--- config.mk ---
export PLATFORM = sky130hd
export DESIGN_NAME = process_scheduler
export DESIGN_NICKNAME = d
export VERILOG_FILES = /design/src/rtl/process_scheduler.sv
export SDC_FILE = /design/constraint.sdc
export NUM_CORES = 1
export LEC_CHECK = 0
export ABC_AREA = 1
export CAP_MARGIN = 20
export CELL_PAD_IN_SITES_DETAIL_PLACEMENT = 1
export CELL_PAD_IN_SITES_GLOBAL_PLACEMENT = 2
export CORE_ASPECT_RATIO = 1.2
export CORE_UTILIZATION = 34
export CTS_CLUSTER_DIAMETER = 120
export CTS_CLUSTER_SIZE = 16
export DETAILED_ROUTE_END_ITERATION = 10
export GPL_ROUTABILITY_DRIVEN = 1
export GPL_TIMING_DRIVEN = 1
export MAX_ROUTING_LAYER = met4
export PLACE_DENSITY = 0.87
export SLEW_MARGIN = 15
export SYNTH_ARGS = -nofsm -noshare
export SYNTH_HDL_FRONTEND = slang
export SYNTH_SLANG_ARGS = --single-unit
export TNS_END_PERCENT = 1
--- constraint.sdc ---
create_clock -name Sys_Clock -period 3.8 [get_ports Sys_Clock]
set_input_delay 0.57 -clock Sys_Clock [delete_from_list [all_inputs] [get_ports Sys_Clock]]
set_output_delay 0.57 -clock Sys_Clock [all_outputs]
set_load 0.02 [all_outputs]
--- src/rtl/process_scheduler.sv ---
// Round-robin preemptive process scheduler: per-slot PC table, quantum timer and
// a five-state context-switch FSM that hands New_PC to the datapath.
module process_scheduler #(
  parameter int          NPROC       = 4,
  parameter int          PC_W        = 13,
  parameter logic [15:0] QUANTUM_RST = 16'd1000
) (
  input  logic                     Sys_Clock,
  input  logic                     Reset_I,
  input  logic                     Enable,
  input  logic                     Quantum_Load,
  input  logic [15:0]              Quantum_Value,
  input  logic                     Proc_Create,
  input  logic [$clog2(NPROC)-1:0] Create_ID,
  input  logic [PC_W-1:0]          Create_PC,
  input  logic [PC_W-1:0]          Cur_PC,
  input  logic                     Yield,
  input  logic                     Halt,
  input  logic                     Ack,
  output logic                     Switch_Req,
  output logic [PC_W-1:0]          New_PC,
  output logic [$clog2(NPROC)-1:0] Cur_Proc,
  output logic [NPROC-1:0]         Active_Mask,
  output logic                     Idle,
  output logic                     Err
);

  // state  | meaning
  // IDLE   | no process running; wait for Enable and a live slot
  // RUN    | process owns the CPU; quantum counts down while Enable=1
  // SAVE   | store Cur_PC (yield/expiry) or retire the slot (halt)
  // SELECT | round-robin search for the next live slot after Cur_Proc
  // LOAD   | present New_PC with Switch_Req until Ack
  localparam int ID_W = $clog2(NPROC);

  typedef enum logic [2:0] {S_IDLE, S_RUN, S_SAVE, S_SELECT, S_LOAD} state_t;

  state_t            state_q, state_d;
  logic [NPROC-1:0]  mask_q, mask_d;
  logic [ID_W-1:0]   cur_q;
  logic [15:0]       quantum_q;
  logic [15:0]       cnt_q;
  logic              err_q;
  logic              halt_q;
  logic [PC_W-1:0]   table_q [NPROC];

  logic              create_ok, create_bad, expire;
  logic              sel_found;
  logic [ID_W-1:0]   sel_idx, cand;

  assign create_ok  = Proc_Create && !mask_q[Create_ID];
  assign create_bad = Proc_Create &&  mask_q[Create_ID];
  // Expiry fires on the enabled cycle whose decrement reaches zero, so a
  // quantum of N grants exactly N enabled RUN cycles.
  assign expire     = Enable && (cnt_q <= 16'd1);

  always_comb begin
    sel_found = 1'b0;
    sel_idx   = cur_q;
    cand      = '0;
    for (int i = 1; i <= NPROC; i++) begin
      cand = cur_q + ID_W'(i);
      if (!sel_found && mask_q[cand]) begin
        sel_found = 1'b1;
        sel_idx   = cand;
      end
    end
  end

  always_comb begin
    mask_d = mask_q;
    if (create_ok) mask_d[Create_ID] = 1'b1;
    if (state_q == S_SAVE && halt_q) mask_d[cur_q] = 1'b0;
  end

  always_ff @(posedge Sys_Clock) begin
    if (!Reset_I) begin
      state_q   <= S_IDLE;
      mask_q    <= '0;
      cur_q     <= '0;
      quantum_q <= QUANTUM_RST;
      cnt_q     <= '0;
      err_q     <= 1'b0;
      halt_q    <= 1'b0;
    end else begin
      state_q <= state_d;
      mask_q  <= mask_d;
      err_q   <= create_bad;
      if (Quantum_Load) quantum_q <= (Quantum_Value == 16'd0) ? 16'd1 : Quantum_Value;
      if (state_q == S_RUN) begin
        halt_q <= Halt;
        if (Enable && cnt_q != 16'd0) cnt_q <= cnt_q - 16'd1;
      end
      if (state_q == S_LOAD && Ack) cnt_q <= quantum_q;
      if (state_q == S_SELECT && sel_found) cur_q <= sel_idx;
    end
  end

  // Table is not reset; a slot's entry is written before its mask bit can be seen.
  always_ff @(posedge Sys_Clock) begin
    if (Reset_I) begin
      if (create_ok) table_q[Create_ID] <= Create_PC;
      if (state_q == S_SAVE && !halt_q) table_q[cur_q] <= Cur_PC;
    end
  end

  always_comb begin
    state_d = state_q;
    case (state_q)
      S_IDLE:   if (Enable && (|mask_q)) state_d = S_SELECT;
      S_RUN:    if (Halt || Yield || expire) state_d = S_SAVE;
      S_SAVE:   state_d = S_SELECT;
      S_SELECT: state_d = sel_found ? S_LOAD : S_IDLE;
      S_LOAD:   if (Ack) state_d = S_RUN;
      default:  state_d = S_IDLE;
    endcase
  end

  always_comb begin
    Switch_Req  = (state_q == S_LOAD);
    New_PC      = (state_q == S_LOAD) ? table_q[cur_q] : '0;
    Idle        = (state_q == S_IDLE);
    Cur_Proc    = cur_q;
    Active_Mask = mask_q;
    Err         = err_q;
  end

endmodule
==> flow_summary.ini, run 1 <==
[run_status]
status = finished clean

[worst_hold_path]
min-delay-start = quantum_q[6]$_SDFFE_PN1P_
hold_class = reg -> reg

[floorplanning]
ios = 74
die_w_um = 116
core_area_mm2 = 0.0151
rows = 49
die_h_um = 138
initial_core_util_pct = 34.9
die-area_mm2 = 0.0160

[cells_and_area]
nNetsFinal = 823
diodes = 0
area_growth_pct = 23.1
fill_cells = 1879
layout-drive-gt1-share_pct = 5.58

[setup_path]
max_stage_delay_ps = 690
path_cells = inv_1 > nor2_1 > o21ai_0 > a21oi_1 > clkdlybuf4s50_1
cp_max_fo = 14
reg2reg_from = state_q[0]$_SDFFE_PN0P_
required_ps = 3230
worst_setup_path_start_kind = flip-flop
path_class = reg -> out
cp_slowest_cell = dfxtp_1
end_kind = output port
cp.arrival_ps = 2520

[synthesis]
syn_area_per_cell_um2 = 7.48
mappedNetlistArea_mm2 = 0.00526
yosys.cell_types.count = 31
synth_top_cell_area_share_pct = 29.7
ys_ff_latch = 97
synth_ff_type = edfxtp_1
synthTopCellsByArea = edfxtp_1 (30%), dfxtp_1 (17%), nand2_1 (12%)
yosysWarnings = 0
async_flop_share_pct = 0
yosysSeqAreaShare_pct = 46.8
synth_most_common_cell = nand2_1
synth_cells = 703
synth_edf_count = 52
synth_top_cell_by_area = edfxtp_1
syn_nets = 761
yosys-top-cells-count = nand2_1 (168), nor2_1 (116), o21ai_0 (100), inv_1 (56), edfxtp_1 (52)

[place]
port_buffers = 73
dp_hpwl_mm = 11.2
gp_congestion = 0.806

[timing]
finalCritPeriodShare_pct = 81.4
setup_viol = 0
max_freq_ghz = 0.323
fin_crit_ps = 3090
relSlewSlack_pct = 46.9
holdWs_ps = 469
slew_violations = 0
skew_ps = 6.36
setup_tns_ps = 0
finalHoldViolCount = 0
rsz0062_at_grt = false
max_slew.worst_pin.slew_ps = 794

[cts]
tritoncts = built
root_buffer = clkbuf_16
cts-hold-fix-buffers = 0
cts-buffers-inserted = 9
cts_resized = 0
cts_setup_buffers = 0
htree_levels = 3
clk_path_buf_depth = 2
clk_pin_slew_ps = 70
clk_latency_ps = 350
cts.sinks = 97

[power]
power.density_mw_per_mm2 = 619
p_leak_nw = 2.56
finalPower_mw = 4.01
ir_drop_mv = 0.290

[route]
ant_nets = 0
dr.pass1.iters = 6
routedWlPerCell_um = 15.6
first_iter_violations = 212
post_drt_via_cell_ratio = 5.01
drc_errors = 0
wirelength_mm = 15.2
num_vias = 4877

[global_route]
grt_pass1_vias = 5053
grt_pass1_wl_mm = 25.1
antenna_found_initial = 0
globalRouteTotalUtil_pct = 20.7
grt_max_degree = 29
grt_overflow = 0

[flow_run]
max_cap_viol_count = 0
[kinds of logic (layout without fill, tap and decap cells)]
logic type	after synthesis	after routing	share of synthesized area, %
AO/OA/AOI/OAI	147	147	14.4
XOR/XNOR	1	1	0.166
adder cells (fa/ha/maj)	6	6	1.43
buffers and inverters	89	156	7.47
flip-flops	97	97	46.8
AND/OR/NAND/NOR	363	363	29.7
[state kept, by name (all words and copies together) (netlist names), named ones only]
| signal | count |
|---|---|
| Cur_Proc | 2 |
| state_q | 3 |
| Active_Mask | 4 |
| quantum_q | 16 |
| halt_q | 1 |
| cnt_q | 16 |
| table_q | 52 |
| Err | 1 |
[critical path, delay by kind of cell, from the launching register on]
| family | cells | cell delay [ps] |
|---|---|---|
| AND/OR/NAND/NOR | 1 | 170 |
| flip-flops | 1 | 690 |
| buffers and inverters | 2 | 1030 |
| AO/OA/AOI/OAI | 2 | 270 |
[metal layers]
layer	share of wire [%]	track usage (%)	routed length [um]
met5	0	-	0
met1	44	24.9	6730
met4	2.1	7.25	312
met2	51	35.3	7760
met3	2.6	2.50	388
[report_power, final]
| group | leakage, nW | internal, mW | total (mW) | switching (mW) |
|---|---|---|---|---|
| clock | 0.167 | 0.647 | 1.06 | 0.410 |
| combinational | 1.55 | 0.579 | 1.62 | 1.04 |
| sequential | 0.842 | 1.23 | 1.34 | 0.105 |
| total | 2.56 | 2.46 | 4.01 | 1.55 |
[per-stage QoR]
stage	std cells	worst slack, ps	instance area, um^2	utilization [%]
3_3_place_gp	957	854	6120	40.6
5_1_grt	974	494	6480	42.9
3_5_place_dp	958	942	6130	40.7
4_1_cts	974	662	6480	42.9
2_1_floorplan	703	1560	5260	-
6_report	974	706	6480	42.9
[cells in the final DEF (no fill, tap or decap), types with 2 or more instances in the layout]
cell type        instances
nand2_1                168
clkinv_4                 3
nor2_4                   6
a211oi_1                 2
o22ai_1                  2
nand3b_1                 6
clkdlybuf4s50_1         73
bufinv_16                3
inv_1                   56
o21a_1                   2
a21oi_1                 37
nand4_1                  8
o21ai_1                  2
dfxtp_1                 45
edfxtp_1                52
nor2_2                   6
inv_2                    5
ha_1                     6
nand2_4                  2
buf_4                    5
clkbuf_16                9
o21ai_0                 98
nand3_1                 43
nand2_2                  2
o211ai_1                 2
nor4_1                   4
nor2_1                 116
[final cells by class]
type	instances	area (um^2)	share of cell area (%)
Clock inverter	6	116	1.80
Timing Repair Buffer	79	779	12.0
Clock buffer	10	229	3.53
Tap cell	204	255	3.94
Sequential cell	97	2460	38.0
Inverter	61	229	3.53
Multi-Input combinational cell	517	2410	37.1
[final timing paths]
check,endpoint,slack (ps),cells past startpoint
setup / recovery,New_PC[10],710,5
hold / removal,quantum_q[6]$_SDFFE_PN1P_,470,2
setup reg to reg,cnt_q[13]$_SDFFE_PN0P_,1330,9
hold reg to reg,quantum_q[6]$_SDFFE_PN1P_,470,2
(Power assumes the default switching activity.)
==> run 2, diff against run 1 <==
CORE_UTILIZATION = 28   (was 34)
PLACE_DENSITY = 0.77   (was 0.87)
clock period = 2.8 ns   (was 3.8 ns; I/O delays follow)
==> run 2 against run 1 <==
- non-clock buffer count grew 7
- worst setup slack lost 410 ps
- routed wire length grew 0.36%
- largest cell class unchanged
- largest power group unchanged
- combinational power grew 34%
==> flow_summary.ini, run 2 (synthesized netlist as in run 1, its figures left out) <==
[run_status]
status = finished clean

[cells_and_area]
final_cells = 1029
final_core_util_pct = 35.8
layout-drive-gt1-share_pct = 6.69
postLayoutCellArea_mm2 = 0.00656
largest_reg_flops = 52
diodes = 0
mostFrequentLayoutCells = nand2_1 (167), nor2_1 (116), o21ai_0 (98)
largest_register = table_q
final_common_cell = nand2_1
area_growth_pct = 24.6
nNetsFinal = 830
top_regs = table_q (52), cnt_q (16), quantum_q (16)

[route]
num_vias = 4835
dr.pass1.iters = 4
wirelength_mm = 15.3
first_iter_violations = 222
drc_errors = 0
ant_nets = 0
post_drt_via_cell_ratio = 4.70
routedWlPerCell_um = 14.8

[power]
p_comb_share_pct = 41.4
finalPower_mw = 5.25
internal_power_mw = 3.17
power.share.clock_pct = 24.2
p_leak_nw = 2.58
swShare_pct = 39.7
power.switching_mw = 2.09
ir_drop_mv = 0.348
power.density_mw_per_mm2 = 801
seq_power_share_pct = 34.4

[setup_path]
end_kind = output port
cp_max_fo = 17
worst_setup_path_start_kind = flip-flop
r2r_slack_ps = 820
ff2ff_path_depth = 10
cp.arrival_ps = 2080
path_class = reg -> out
required_ps = 2380
reg2reg_from = Cur_Proc[1]$_SDFFE_PN0P_

[timing]
max_slew.worst_pin.slew_ps = 586
slew_violations = 0
setup_tns_ps = 0
finalHoldViolCount = 0
setup_viol = 0
fin_crit_ps = 2500
skew_ps = 6.70
relSlewSlack_pct = 60.9
max_freq_ghz = 0.399
finalCritPeriodShare_pct = 89.4
holdWs_ps = 475
layout_setup_ws_ps = 296
rsz0062_at_grt = false

[place]
detailedPlace.worstSlack_ps = 337
gp_congestion = 0.819
dp_cells = 1013
port_buffers = 73
placed_area_mm2 = 0.00625
dp_hpwl_mm = 11.4

[cts]
cts.sinks = 97
clk_pin_slew_ps = 70
clk_latency_ps = 350
cts-buffers-inserted = 9
tritoncts = built
htree_levels = 3
clk_path_buf_depth = 2
root_buffer = clkbuf_16

[global_route]
grt_max_degree = 27
globalRouteTotalUtil_pct = 17.2
grt_pass1_wl_mm = 25.6
antenna_found_initial = 0
grt_overflow = 0
grt_pass1_vias = 5145

[floorplanning]
initial_core_util_pct = 28.7
ios = 74
rows = 54
core_area_mm2 = 0.0183
die_w_um = 127
die-area_mm2 = 0.0193
die_h_um = 152

[flow_run]
max_cap_viol_count = 0

[worst_hold_path]
hold_class = reg -> reg
hold-path-cell-count = 2
holdPathEnd = quantum_q[3]$_SDFFE_PN1P_
min-delay-start = quantum_q[3]$_SDFFE_PN1P_
[run 2: cell count changes in the layout (fill, tap and decap cells not counted), sizes merged]
cell / before / now
buf: 6 / 13
clkinv: 3 / 2
inv: 61 / 63
bufinv: 3 / 1
clkinvlp: 0 / 2
clkbuf: 10 / 9
[run 2: final cells by class]
| type | instances | area [um^2] |
|---|---|---|
| timing repair buffer | 86 | 841 |
| tap | 252 | 315 |
| clock buffer | 9 | 225 |
| sequential | 97 | 2460 |
| clock inverter | 7 | 76.3 |
| fill | 2269 | 11800 |
| inverter | 61 | 229 |
| multi-input combinational | 517 | 2410 |
[run 2: power groups by stage]
stage               sequential (mW)  combinational (mW)  clock, mW
floorplan                      1.81                1.64          0
global placement               1.83                2.14          0
detailed placement             1.84                2.19          0
CTS                            1.81                2.21       1.31
global route                   1.83                2.52       1.36
finish                         1.81                2.17       1.27
[run 2: worst max-delay path by stage]
stage                                   from                       end  slack (ps)
floorplan           Cur_Proc[0]$_SDFFE_PN0P_   table_q[3][0]$_DFFE_PP_         560
global placement                Create_ID[0]  table_q[3][12]$_DFFE_PP_         410
detailed placement              Create_ID[0]   table_q[2][1]$_DFFE_PP_         340
CTS                  state_q[0]$_SDFFE_PN0P_                 New_PC[3]          50
global route                       flip-flop                 New_PC[3]         110
finish                             flip-flop                 New_PC[3]         300
[run 2: what timing repair did]
item                                    4_1_cts  5_1_grt
endpoints found under the hold margin         0        0
buffers inserted                              0        0
endpoints found under the setup margin        0        1
resized for setup                             0        1
hold buffers                                  0        0
[run 2: layer usage]
layer  global-route usage, %  vias up  wire (um)
met5                       -        -          0
li1                        -     2461          -
met2                    29.7       74       7660
met4                    4.65        0         58
met1                    20.7     2298       7070
met3                    2.60        2        460
[run 2: worst max-delay path, stage by stage (launching register included)]
cell and delay [ps]:
dfxtp_1 330, inv_1 260, buf_12 190, o21ai_0 130
a21oi_1 180, clkdlybuf4s50_1 640
==> run 3, diff against run 2 <==
CORE_ASPECT_RATIO = unset   (was 1.2)
CTS_CLUSTER_DIAMETER = unset   (was 120)
SLEW_MARGIN = 30   (was 15)
==> run 3 against run 2 <==
- the run now ends with DRC left
- clock skew is 2.3 ps higher
- critical path depth stayed put
- global-route usage is 0.19 points lower
- first-iteration DRC count is 6.8% lower
- clock-buffer cell count stayed put
- die area hardly changed
- via count is 0.41% higher
- power is 1.9% lower
- largest power group unchanged
- highest routed layer unchanged
==> flow_summary.ini, run 3 (synthesized netlist as in run 1, its figures left out) <==
[route]
first_iter_violations = 207
dr.pass1.iters = 9
post_drt_via_cell_ratio = 4.83
drc_errors = 5
ant_nets = 0
num_vias = 4855
routedWlPerCell_um = 15.2
wirelength_mm = 15.3

[global_route]
globalRouteTotalUtil_pct = 17.0
grt_max_degree = 27
antenna_found_initial = 0
grt_pass1_wl_mm = 25.4
grt_overflow = 0
grt_pass1_vias = 5104

[floorplanning]
ios = 74
rows = 49
die_h_um = 139
die-area_mm2 = 0.0193
die_w_um = 139
initial_core_util_pct = 28.9
core_area_mm2 = 0.0182

[power]
power.switching_mw = 2.08
power.density_mw_per_mm2 = 793
p_leak_nw = 2.56
ir_drop_mv = 0.345
internal_power_mw = 3.07
p_comb_share_pct = 41.7
swShare_pct = 40.3
seq_power_share_pct = 35.1
power.share.clock_pct = 23.1

[cells_and_area]
final_cells = 1005
mostFrequentLayoutCells = nand2_1 (168), nor2_1 (116), o21ai_0 (98)
diodes = 0
nNetsFinal = 830
final_core_util_pct = 35.6
multi_input_area_mm2 = 0.00241
postLayoutCellArea_mm2 = 0.00649
area_growth_pct = 23.4
layout-drive-gt1-share_pct = 6.44
top_regs = table_q (52), cnt_q (16), quantum_q (16)
regArea_mm2 = 0.00246
largest_register = table_q
final_common_cell = nand2_1
fill_cells = 2228
largest_reg_flops = 52

[place]
dp_hpwl_mm = 11.5
detailedPlace.worstSlack_ps = 284
dp_cells = 990
port_buffers = 73
placed_area_mm2 = 0.00621
gp_congestion = 0.802

[flow_run]
max_cap_viol_count = 0

[timing]
fin_crit_ps = 2670
finalHoldViolCount = 0
relSlewSlack_pct = 60.6
max_slew.worst_pin.slew_ps = 589
layout_setup_ws_ps = 134
finalCritPeriodShare_pct = 95.2
skew_ps = 8.99
slew_violations = 0
max_freq_ghz = 0.375
setup_tns_ps = 0
setup_viol = 0
rsz0062_at_grt = false

[cts]
root_buffer = clkbuf_16
clk_latency_ps = 350
tritoncts = built
cts-hold-fix-buffers = 0
htree_levels = 3
cts_setup_buffers = 0
cts.sinks = 97
cts_resized = 0
cts-buffers-inserted = 9
clk_path_buf_depth = 2
clk_pin_slew_ps = 70

[run_status]
violations = DRC
status = finished, violations left

[setup_path]
worst_setup_path_start_kind = flip-flop
cp_max_fo = 9
path_class = reg -> out
cp.arrival_ps = 2250
end_kind = output port
required_ps = 2380
r2r_slack_ps = 850

[worst_hold_path]
hold_class = reg -> reg
-- run 3: final timing paths --
| kind | startpoint | endpoint | depth (start not counted) |
|---|---|---|---|
| setup / recovery | state_q[0]$_SDFFE_PN0P_ | New_PC[9] | 5 |
| hold / removal | quantum_q[4]$_SDFFE_PN0P_ | quantum_q[4]$_SDFFE_PN0P_ | 2 |
| setup reg to reg | cnt_q[0]$_SDFFE_PN0P_ | cnt_q[7]$_SDFFE_PN0P_ | 11 |
| hold reg to reg | quantum_q[4]$_SDFFE_PN0P_ | quantum_q[4]$_SDFFE_PN0P_ | 2 |
-- run 3: power by group through the flow --
stage	clock network, mW	logic [mW]	registers, mW
6_report	1.19	2.15	1.81
5_1_grt	1.28	2.50	1.83
4_1_cts	1.23	2.19	1.81
3_5_place_dp	0	2.17	1.84
3_3_place_gp	0	2.11	1.83
2_1_floorplan	0	1.64	1.81
-- run 3: final cells by class --
| class | count | share of cell area (%) |
|---|---|---|
| flip-flops and latches | 97 | 37.9 |
| multi-input cells | 517 | 37.1 |
| repair buffers | 86 | 12.8 |
| well taps | 229 | 4.41 |
| inverters | 61 | 3.53 |
| clock buffers | 9 | 3.47 |
| clock inverters | 6 | 0.810 |
-- run 3: stage by stage --
| stage | hold WS [ps] | power [mW] |
|---|---|---|
| global placement | 445 | 3.94 |
| floorplan | 429 | 3.45 |
| CTS | 474 | 5.22 |
| detailed placement | 461 | 4.02 |
| global route | 501 | 5.61 |
| finish | 469 | 5.15 |
-- run 3: layer usage --
layer | vias up | track usage [%] | routed length [um]
met5 | - | - | 0
met4 | 0 | 5.73 | 248
met3 | 16 | 2.35 | 630
met2 | 88 | 28.0 | 7150
met1 | 2291 | 21.4 | 7270
li1 | 2460 | - | -
-- run 3: worst max-delay path, stage by stage, from the launching register on --
cell and delay (ps):
dfxtp_1 360, nor2_2 140, nand2_1 240, buf_4 270
a21oi_1 220, clkdlybuf4s50_1 650
